`src/rtl/sample_holder_if.sv`:
```
// Bus bundle for sample_holder: serial capture side (bit strobe, data,
// word-end latch, channel index) plus the frame valid/ready output side.
interface sample_holder_if #(
    parameter int WIDTH    = 18,
    parameter int CHANNELS = 2,
    parameter int CH_BITS  = 1
);
    logic                      i_en;
    logic                      i_data;
    logic                      i_latch;
    logic [CH_BITS-1:0]        i_ch;
    logic                      i_ready;
    logic [WIDTH*CHANNELS-1:0] o_data;
    logic                      o_valid;
    logic                      o_overrun;
    logic                      o_short;

    // Producer / consumer side (drives the serial stream and ready)
    modport master (
        output i_en, i_data, i_latch, i_ch, i_ready,
        input  o_data, o_valid, o_overrun, o_short
    );

    // The sample holder itself
    modport slave (
        input  i_en, i_data, i_latch, i_ch, i_ready,
        output o_data, o_valid, o_overrun, o_short
    );
endinterface

```
`src/rtl/sample_holder.sv`:
```
// sample_holder: deserialises a MSB-first serial audio stream into WIDTH-bit
// words, stages one word per channel and presents a complete CHANNELS-word
// frame on a valid/ready output. A completed frame that finds the output
// still occupied is dropped and flagged with a one-cycle overrun pulse.
module sample_holder #(
    parameter int WIDTH    = 18,
    parameter int CHANNELS = 2,
    parameter int CH_BITS  = 1
) (
    input  logic            i_clk,
    input  logic            i_rst_n,
    sample_holder_if.slave  bus
);

    localparam int                CNT_W   = $clog2(WIDTH + 1);
    localparam logic [CNT_W-1:0]  CNT_MAX = CNT_W'(WIDTH);

    logic [WIDTH-1:0]          r_sr;
    logic [CNT_W-1:0]          r_cnt;
    logic [WIDTH-1:0]          r_stg [CHANNELS];
    logic [CHANNELS-1:0]       r_mask;
    logic [WIDTH*CHANNELS-1:0] r_data;
    logic                      r_valid;
    logic                      r_overrun;
    logic                      r_short;

    logic [WIDTH-1:0]          w_shift;
    logic [CNT_W-1:0]          w_cntInc;
    logic [WIDTH-1:0]          w_word;
    logic [CNT_W-1:0]          w_bits;
    logic                      w_inRange;
    logic [CHANNELS-1:0]       w_hit;
    logic [CHANNELS-1:0]       w_maskNext;
    logic                      w_complete;
    logic                      w_free;
    logic [WIDTH*CHANNELS-1:0] w_frame;

    // Word assembly, channel decode and frame-completion detection; a bit
    // arriving on the same cycle as the latch is folded into the word.
    always_comb begin
        w_shift    = {r_sr[WIDTH-2:0], bus.i_data};
        w_cntInc   = (r_cnt == CNT_MAX) ? CNT_MAX : r_cnt + CNT_W'(1);
        w_word     = bus.i_en ? w_shift : r_sr;
        w_bits     = bus.i_en ? w_cntInc : r_cnt;
        w_inRange  = (int'(bus.i_ch) < CHANNELS);
        w_hit      = '0;
        w_frame    = '0;
        for (int k = 0; k < CHANNELS; k++) begin
            w_hit[k] = bus.i_latch && w_inRange && (int'(bus.i_ch) == k);
            w_frame[k*WIDTH +: WIDTH] = w_hit[k] ? w_word : r_stg[k];
        end
        w_maskNext = r_mask | w_hit;
        w_complete = bus.i_latch && (&w_maskNext);
        w_free     = !r_valid || bus.i_ready;
    end

    // Serial capture and per-channel staging; the mask clears whenever a
    // frame completes, whether it is delivered or dropped.
    always_ff @(posedge i_clk or negedge i_rst_n) begin
        if (!i_rst_n) begin
            r_sr    <= '0;
            r_cnt   <= '0;
            r_mask  <= '0;
            r_short <= 1'b0;
            for (int k = 0; k < CHANNELS; k++) begin
                r_stg[k] <= '0;
            end
        end else begin
            r_short <= 1'b0;
            if (bus.i_latch) begin
                r_sr    <= '0;
                r_cnt   <= '0;
                r_short <= (w_bits != CNT_MAX);
                for (int k = 0; k < CHANNELS; k++) begin
                    if (w_hit[k]) begin
                        r_stg[k] <= w_word;
                    end
                end
                r_mask <= w_complete ? '0 : w_maskNext;
            end else if (bus.i_en) begin
                r_sr  <= w_shift;
                r_cnt <= w_cntInc;
            end
        end
    end

    // Output register: a new frame may load on the same edge as a transfer,
    // otherwise o_data is held until the consumer takes it.
    always_ff @(posedge i_clk or negedge i_rst_n) begin
        if (!i_rst_n) begin
            r_data    <= '0;
            r_valid   <= 1'b0;
            r_overrun <= 1'b0;
        end else begin
            r_overrun <= 1'b0;
            if (r_valid && bus.i_ready) begin
                r_valid <= 1'b0;
            end
            if (w_complete) begin
                if (w_free) begin
                    r_data  <= w_frame;
                    r_valid <= 1'b1;
                end else begin
                    r_overrun <= 1'b1;
                end
            end
        end
    end

    assign bus.o_data    = r_data;
    assign bus.o_valid   = r_valid;
    assign bus.o_overrun = r_overrun;
    assign bus.o_short   = r_short;

endmodule

```
`src/flat_wrapper.sv`:
```
// flat-port wrapper written by rule: the top's interface ports become plain ports
module sample_holder_flat 
#(
    parameter int WIDTH    = 18,
    parameter int CHANNELS = 2,
    parameter int CH_BITS  = 1
)
  (i_clk, i_rst_n, bus_i_en, bus_i_data, bus_i_latch, bus_i_ch, bus_i_ready, bus_o_data, bus_o_valid, bus_o_overrun, bus_o_short);
  sample_holder_if #(.WIDTH(WIDTH), .CHANNELS(CHANNELS), .CH_BITS(CH_BITS)) bus_i ();
  input  logic i_clk;
  input  logic i_rst_n;
  input wire logic [$bits(bus_i.i_en)-1:0] bus_i_en;
  input wire logic [$bits(bus_i.i_data)-1:0] bus_i_data;
  input wire logic [$bits(bus_i.i_latch)-1:0] bus_i_latch;
  input wire logic [$bits(bus_i.i_ch)-1:0] bus_i_ch;
  input wire logic [$bits(bus_i.i_ready)-1:0] bus_i_ready;
  output wire logic [$bits(bus_i.o_data)-1:0] bus_o_data;
  output wire logic [$bits(bus_i.o_valid)-1:0] bus_o_valid;
  output wire logic [$bits(bus_i.o_overrun)-1:0] bus_o_overrun;
  output wire logic [$bits(bus_i.o_short)-1:0] bus_o_short;
  assign bus_i.i_en = bus_i_en;
  assign bus_i.i_data = bus_i_data;
  assign bus_i.i_latch = bus_i_latch;
  assign bus_i.i_ch = bus_i_ch;
  assign bus_i.i_ready = bus_i_ready;
  assign bus_o_data = bus_i.o_data;
  assign bus_o_valid = bus_i.o_valid;
  assign bus_o_overrun = bus_i.o_overrun;
  assign bus_o_short = bus_i.o_short;
  sample_holder #(.WIDTH(WIDTH), .CHANNELS(CHANNELS), .CH_BITS(CH_BITS)) u_core (.i_clk(i_clk), .i_rst_n(i_rst_n), .bus(bus_i));
endmodule
```
`config.mk`:
```
export PLATFORM = sky130hd
export DESIGN_NAME = sample_holder_flat
export DESIGN_NICKNAME = d
export VERILOG_FILES = /design/src/rtl/sample_holder_if.sv /design/src/rtl/sample_holder.sv /design/src/flat_wrapper.sv
export SDC_FILE = /design/constraint.sdc
export NUM_CORES = 1
export LEC_CHECK = 0
export ABC_AREA = 1
export BUFFER_PORTS_ARGS = -buffer_cell sky130_fd_sc_hd__clkbuf_2
export CAP_MARGIN = 25
export CORE_MARGIN = 2
export CORE_UTILIZATION = 45
export DETAILED_ROUTE_END_ITERATION = 7
export SYNTH_ARGS = -nofsm -noshare
export SYNTH_HDL_FRONTEND = slang
export SYNTH_SLANG_ARGS = --single-unit
export TNS_END_PERCENT = 5
```
`constraint.sdc`:
```
create_clock -name i_clk -period 1.42 [get_ports i_clk]
set_input_delay 0.142 -clock i_clk [delete_from_list [all_inputs] [get_ports i_clk]]
set_output_delay 0.142 -clock i_clk [all_outputs]
set_load 0.01 [all_outputs]
```
# [Yosys cells after proc, flatten, opt, wreduce, memory -nomap -nowiden]
# Index checks and enable logic that the tools add are counted.
[totals] in_bits=7 out_inout_bits=39 elab_cells=36 reg_bits=100
[classes] eq_ne=2 n_bitwise=2 n_addsub=1 n_mux=14 n_reduce_logical=8
[op_table] operator="18-bit two-way mux" n=4
[op_table] operator="5-bit two-way mux" n=3
[op_table] operator="1-bit two-way mux" n=6
[op_table] operator="5-bit by 1-bit adder with 5-bit output (second input constant)" n=1
[op_table] operator="5-bit equality test (second input constant)" n=1
[op_table] operator="5-bit != test (second input constant)" n=1
[op_table] operator="1-bit logical AND" n=4
[op_table] operator="2-bit AND reduction" n=2
[op_table] operator="2-bit two-way mux" n=1
[op_table] operator="2-bit OR" n=1
[op_table] operator="1-bit logical NOT" n=1
[op_table] operator="1-bit logical OR" n=1
[op_table] operator="1-bit inverter" n=1

# [Longest topological paths before layout]
[depth] ltp_word=6 ltp_mapped=9 ltp_nobuf=8

# [Worst setup path after synthesis]
# Ideal clock, no wire load.
[synth_path] kind="register to register" from="register u_core.r_valid (netlist: u_core.bus.o_valid)" to="register u_core.r_data[3] (netlist: u_core.bus.o_data[3])" path_stages_with_launch=7 period_less_slack_ns=1.216 required_ns=1.355 path_buffers=2 slack_ns=0.204 arrival_ns=1.152 setup_ns=0.065 path_cell_list="dfrtp_1 > inv_1 > nor2_1 > buf_2 > clkbuf_1 > o21ai_0 > nand2_1"
[synth_between] elab_chain_len=3
[synth_rtl] item="start: declaration" line="sample_holder.sv:23" text="logic r_valid;"
[synth_rtl] item="start signal: assignment" line="sample_holder.sv:92" text="r_valid <= 1'b0;"
[synth_rtl] item="start signal: assignment" line="sample_holder.sv:97" text="r_valid <= 1'b0;"
[synth_rtl] item="start signal: assignment" line="sample_holder.sv:102" text="r_valid <= 1'b1;"
[synth_rtl] item="1-bit logical NOT" line="sample_holder.sv:54" text="w_free = !r_valid || bus.i_ready;"
[synth_rtl] item="1-bit logical OR" line="sample_holder.sv:54"
[synth_rtl] item="2-bit AND reduction (no line)"
[synth_rtl] item="end signal: assignment" line="sample_holder.sv:101" text="r_data <= w_frame;"
[synth_rtl] item="end: declaration" line="sample_holder.sv:22" text="logic [WIDTH*CHANNELS-1:0] r_data;"
# Every way passes these cells.
# A chain may end at the register's enable or synchronous reset.

# [Final worst setup path]
[layout_path] from="register u_core.r_cnt[0]" to="register u_core.r_short (netlist: u_core.bus.o_short)"
[layout_between] elab_chain_len=5 elab_cells_between_ends=6 classes_between="add/sub: 1; eq/ne: 2; mux: 3"
[layout_rtl] item="start: declaration" line="sample_holder.sv:19" text="logic [CNT_W-1:0] r_cnt;"
[layout_rtl] item="start signal: assignment" line="sample_holder.sv:82" text="r_cnt <= w_cntInc;"
[layout_rtl] item="5-bit by 1-bit adder with 5-bit output / 5-bit equality test (equally long branches)" line="sample_holder.sv:42" text="w_cntInc = (r_cnt == CNT_MAX) ? CNT_MAX : r_cnt + CNT_W'(1);"
[layout_rtl] item="5-bit two-way mux" line="sample_holder.sv:42"
[layout_rtl] item="5-bit two-way mux (*)"
[layout_rtl] item="5-bit != test (*)" line="sample_holder.sv:73" text="r_short <= (w_bits != CNT_MAX);"
[layout_rtl] item="1-bit two-way mux (*)" line="sample_holder.sv:70" text="if (bus.i_latch) begin"
[layout_rtl] item="end signal: assignment" line="sample_holder.sv:73"
[layout_rtl] item="end: declaration" line="sample_holder.sv:25" text="logic r_short;"
# Every way passes the cells marked *; elsewhere a longest branch is shown, timed or not.

==> flow_summary.yaml <==
sta:
  holdWs_ps: 81.4
  fin_setup_tns_ps: 0
  hold_viol_final: 0
  post-route-min-period_ps: 1310
  worstMarginPinSlew_ps: 531
  skew_ps: 14.7
  rsz0062_at_grt: "no"
  setup_violations: 0
  maxClockFrequency_mhz: 765
  worst_slack_ps: 112
  drv_slew: 0
  period_share_pct: 92.1
  max_slew_margin_pct: 64.6
power_and_ir_drop:
  p_per_area_mw_per_mm2: 1430
  power_leakage_nw: 2.59
  power_mw: 6.77
  ir_drop_mv: 0.556
place:
  dp.cells: 627
  placed_cell_area_mm2: 0.00454
  portBuffers: 45
  routabilityCongestion: 0.768
  dpl.hpwl_mm: 5.61
  dp_slack_ps: 132
detailed_routing:
  dr_total_vias: 3115
  wire_per_inst_um: 13.1
  drcViolationCount: 0
  antenna_left: 0
  drtIter0Drc: 196
  wirelength_mm: 8.42
  dr.pass1.iters: 4
  avgViaCountPerCell: 4.83
synth:
  syn_area_mm2: 0.00415
  ys_top_cells_by_area: "dfrtp_1, nand2_1, inv_1, o21ai_0, o21a_1"
  netlist_top_cells_count: "nand2_1, dfrtp_1, inv_1"
  synth_warnings: 0
  yosysTopAreaCell: "dfrtp_1"
  syn_nets: 489
  synth_cell_type_count: 24
  ys_ff_latch: 100
  synthCells: 480
  synth-edff-count: 0
  synth_top_area_share_pct: 60.3
  synthFlopType: "dfrtp_1"
  synth_seq_area_share_pct: 60.3
  synthArstFlopShare_pct: 100
  avgSynthCellArea_um2: 8.65
  yosysMostFrequentCell: "nand2_1"
layout:
  multi_input_area_mm2: 0.00135
  drive_above_1_share_pct: 16.5
  seq_area_mm2: 0.00250
  fin_util_pct: 52.1
  final_cells: 645
  fillers: 883
  area_growth_pct: 14.2
  diodes: 0
  design_area_mm2: 0.00474
  finalNetCount: 538
worst_hold_path:
  min_path_cells: 3
  min_path_type: "in2reg"
clock_tree:
  clock_sinks: 100
  h-tree-depth: 3
  cts_tree: "yes"
  root_buffer: "clkbuf_8"
  clock_latency_ps: 370
  numCtsBuffers: 9
  clk_pin_slew_worst_paths_ps: 100
  clockBufferDepth: 2
worst_setup_path:
  required_ps: 1690
  critPathLaunch: "u_core.r_cnt[0]"
  setup.worst_path.end: "u_core.bus.o_short"
  reg2reg_depth: 6
  path_class: "reg2reg"
  reg2reg_from: "u_core.r_cnt[0]"
  start_kind: "flop"
  cp_data_arrival_time_ps: 1580
  crit-reg2reg-capture: "u_core.bus.o_short"
  endpoint_kind: "flop"
  path_max_fanout: 4
  reg2reg_setup_slack_ps: 110
flow_run:
  maxCapViolations: 0
floorplan:
  die_x_um: 100
  io-pin-count: 46
  start_util_pct: 45.6
  die_area_mm2: 0.0100
  placementRows: 35
  die_h_um: 100
  coreArea_mm2: 0.00911
global_routing:
  grt_max_degree: 101
  grt_util_all_layers_pct: 18.6
  grt_pass1_vias: 3023
  grt-ovfl-total: 0
  antenna_found_initial: 0
  grt_pass1_wl_mm: 14.8
status:
  status: "finished clean"
==> how the worst min path moves through the flow <==
stage           startpoint               endpoint  slack [ps]
3_5_place_dp       i_rst_n  u_core.bus.o_data[33]         250
4_1_cts        bus_i_latch     u_core.bus.o_short          70
2_1_floorplan      i_rst_n   u_core.bus.o_data[0]        -150
3_3_place_gp       i_rst_n        u_core.r_cnt[3]         250
5_1_grt        bus_i_latch     u_core.bus.o_short          90
6_report       bus_i_latch     u_core.bus.o_short          80
==> area by class of cell <==
type / instances / area share, %
flip-flops and latches: 100 / 52.8
multi-input cells: 310 / 28.5
repair buffers: 61 / 8.18
inverters: 47 / 3.77
well taps: 111 / 2.93
clock buffers: 9 / 2.61
clock inverters: 7 / 1.21
==> metal layers <==
metal | share of wire (%) | up-vias | track usage (%)
li1 | - | 1569 | -
met4 | 1.4 | 0 | 7.59
met5 | 0 | - | 0
met2 | 44 | 73 | 27.2
met1 | 51 | 1464 | 27.1
met3 | 4.1 | 9 | 4.04
==> power by group <==
part / switching (mW) / internal (mW)
logic: 0.906 / 0.563
clock network: 1.05 / 0.665
registers: 0.226 / 3.36
==> registers in the layout, indices dropped and copies added, names as in the netlist <==
| name | count |
|---|---|
| u_core.bus.o_valid | 1 |
| u_core.r_cnt | 5 |
| u_core.bus.o_data | 36 |
| u_core.r_sr | 18 |
| u_core.r_stg | 36 |
| u_core.r_mask | 2 |
| u_core.bus.o_short | 1 |
| u_core.bus.o_overrun | 1 |
==> critical path, stage by stage, from the launching register on <==
cell     delay [ps]
dfrtp_1         400
inv_1            60
ha_1            280
o21ai_0         220
nand3_1         100
nor2_1          110
nor2_1           50
==> logic make-up (layout without fill, tap and decap cells) <==
group | after synthesis | count (layout) | synth area share, %
buffers and inverters | 70 | 124 | 7.38
flip-flops | 100 | 100 | 60.3
AND/OR/NAND/NOR | 242 | 242 | 22.7
adder cells (fa/ha/maj) | 2 | 2 | 0.602
AO/OA/AOI/OAI | 66 | 66 | 9.01
==> cell usage in the layout, fill, tap and decap left out, drive strengths merged <==
cell and instances:
nand2 205, dfrtp 100, clkbuf 53, inv 51
o21ai 44, nor2 32, o21a 16, buf 16
nand3 3, a21oi 3, a31oi 2, clkinvlp 2
ha 2, nand4 1, or2 1, o22ai 1
clkinv 1, dlygate4sd3 1
==> what timing repair did <==
| action | 4_1_cts | 5_1_grt |
|---|---|---|
| hold endpoints to repair | 100 | 0 |
| endpoints found under the setup margin | 0 | 1 |
| buffers inserted | 0 | 1 |
| resized for setup | 0 | 4 |
| hold buffers | 1 | 0 |
(Power assumes the default switching activity.)
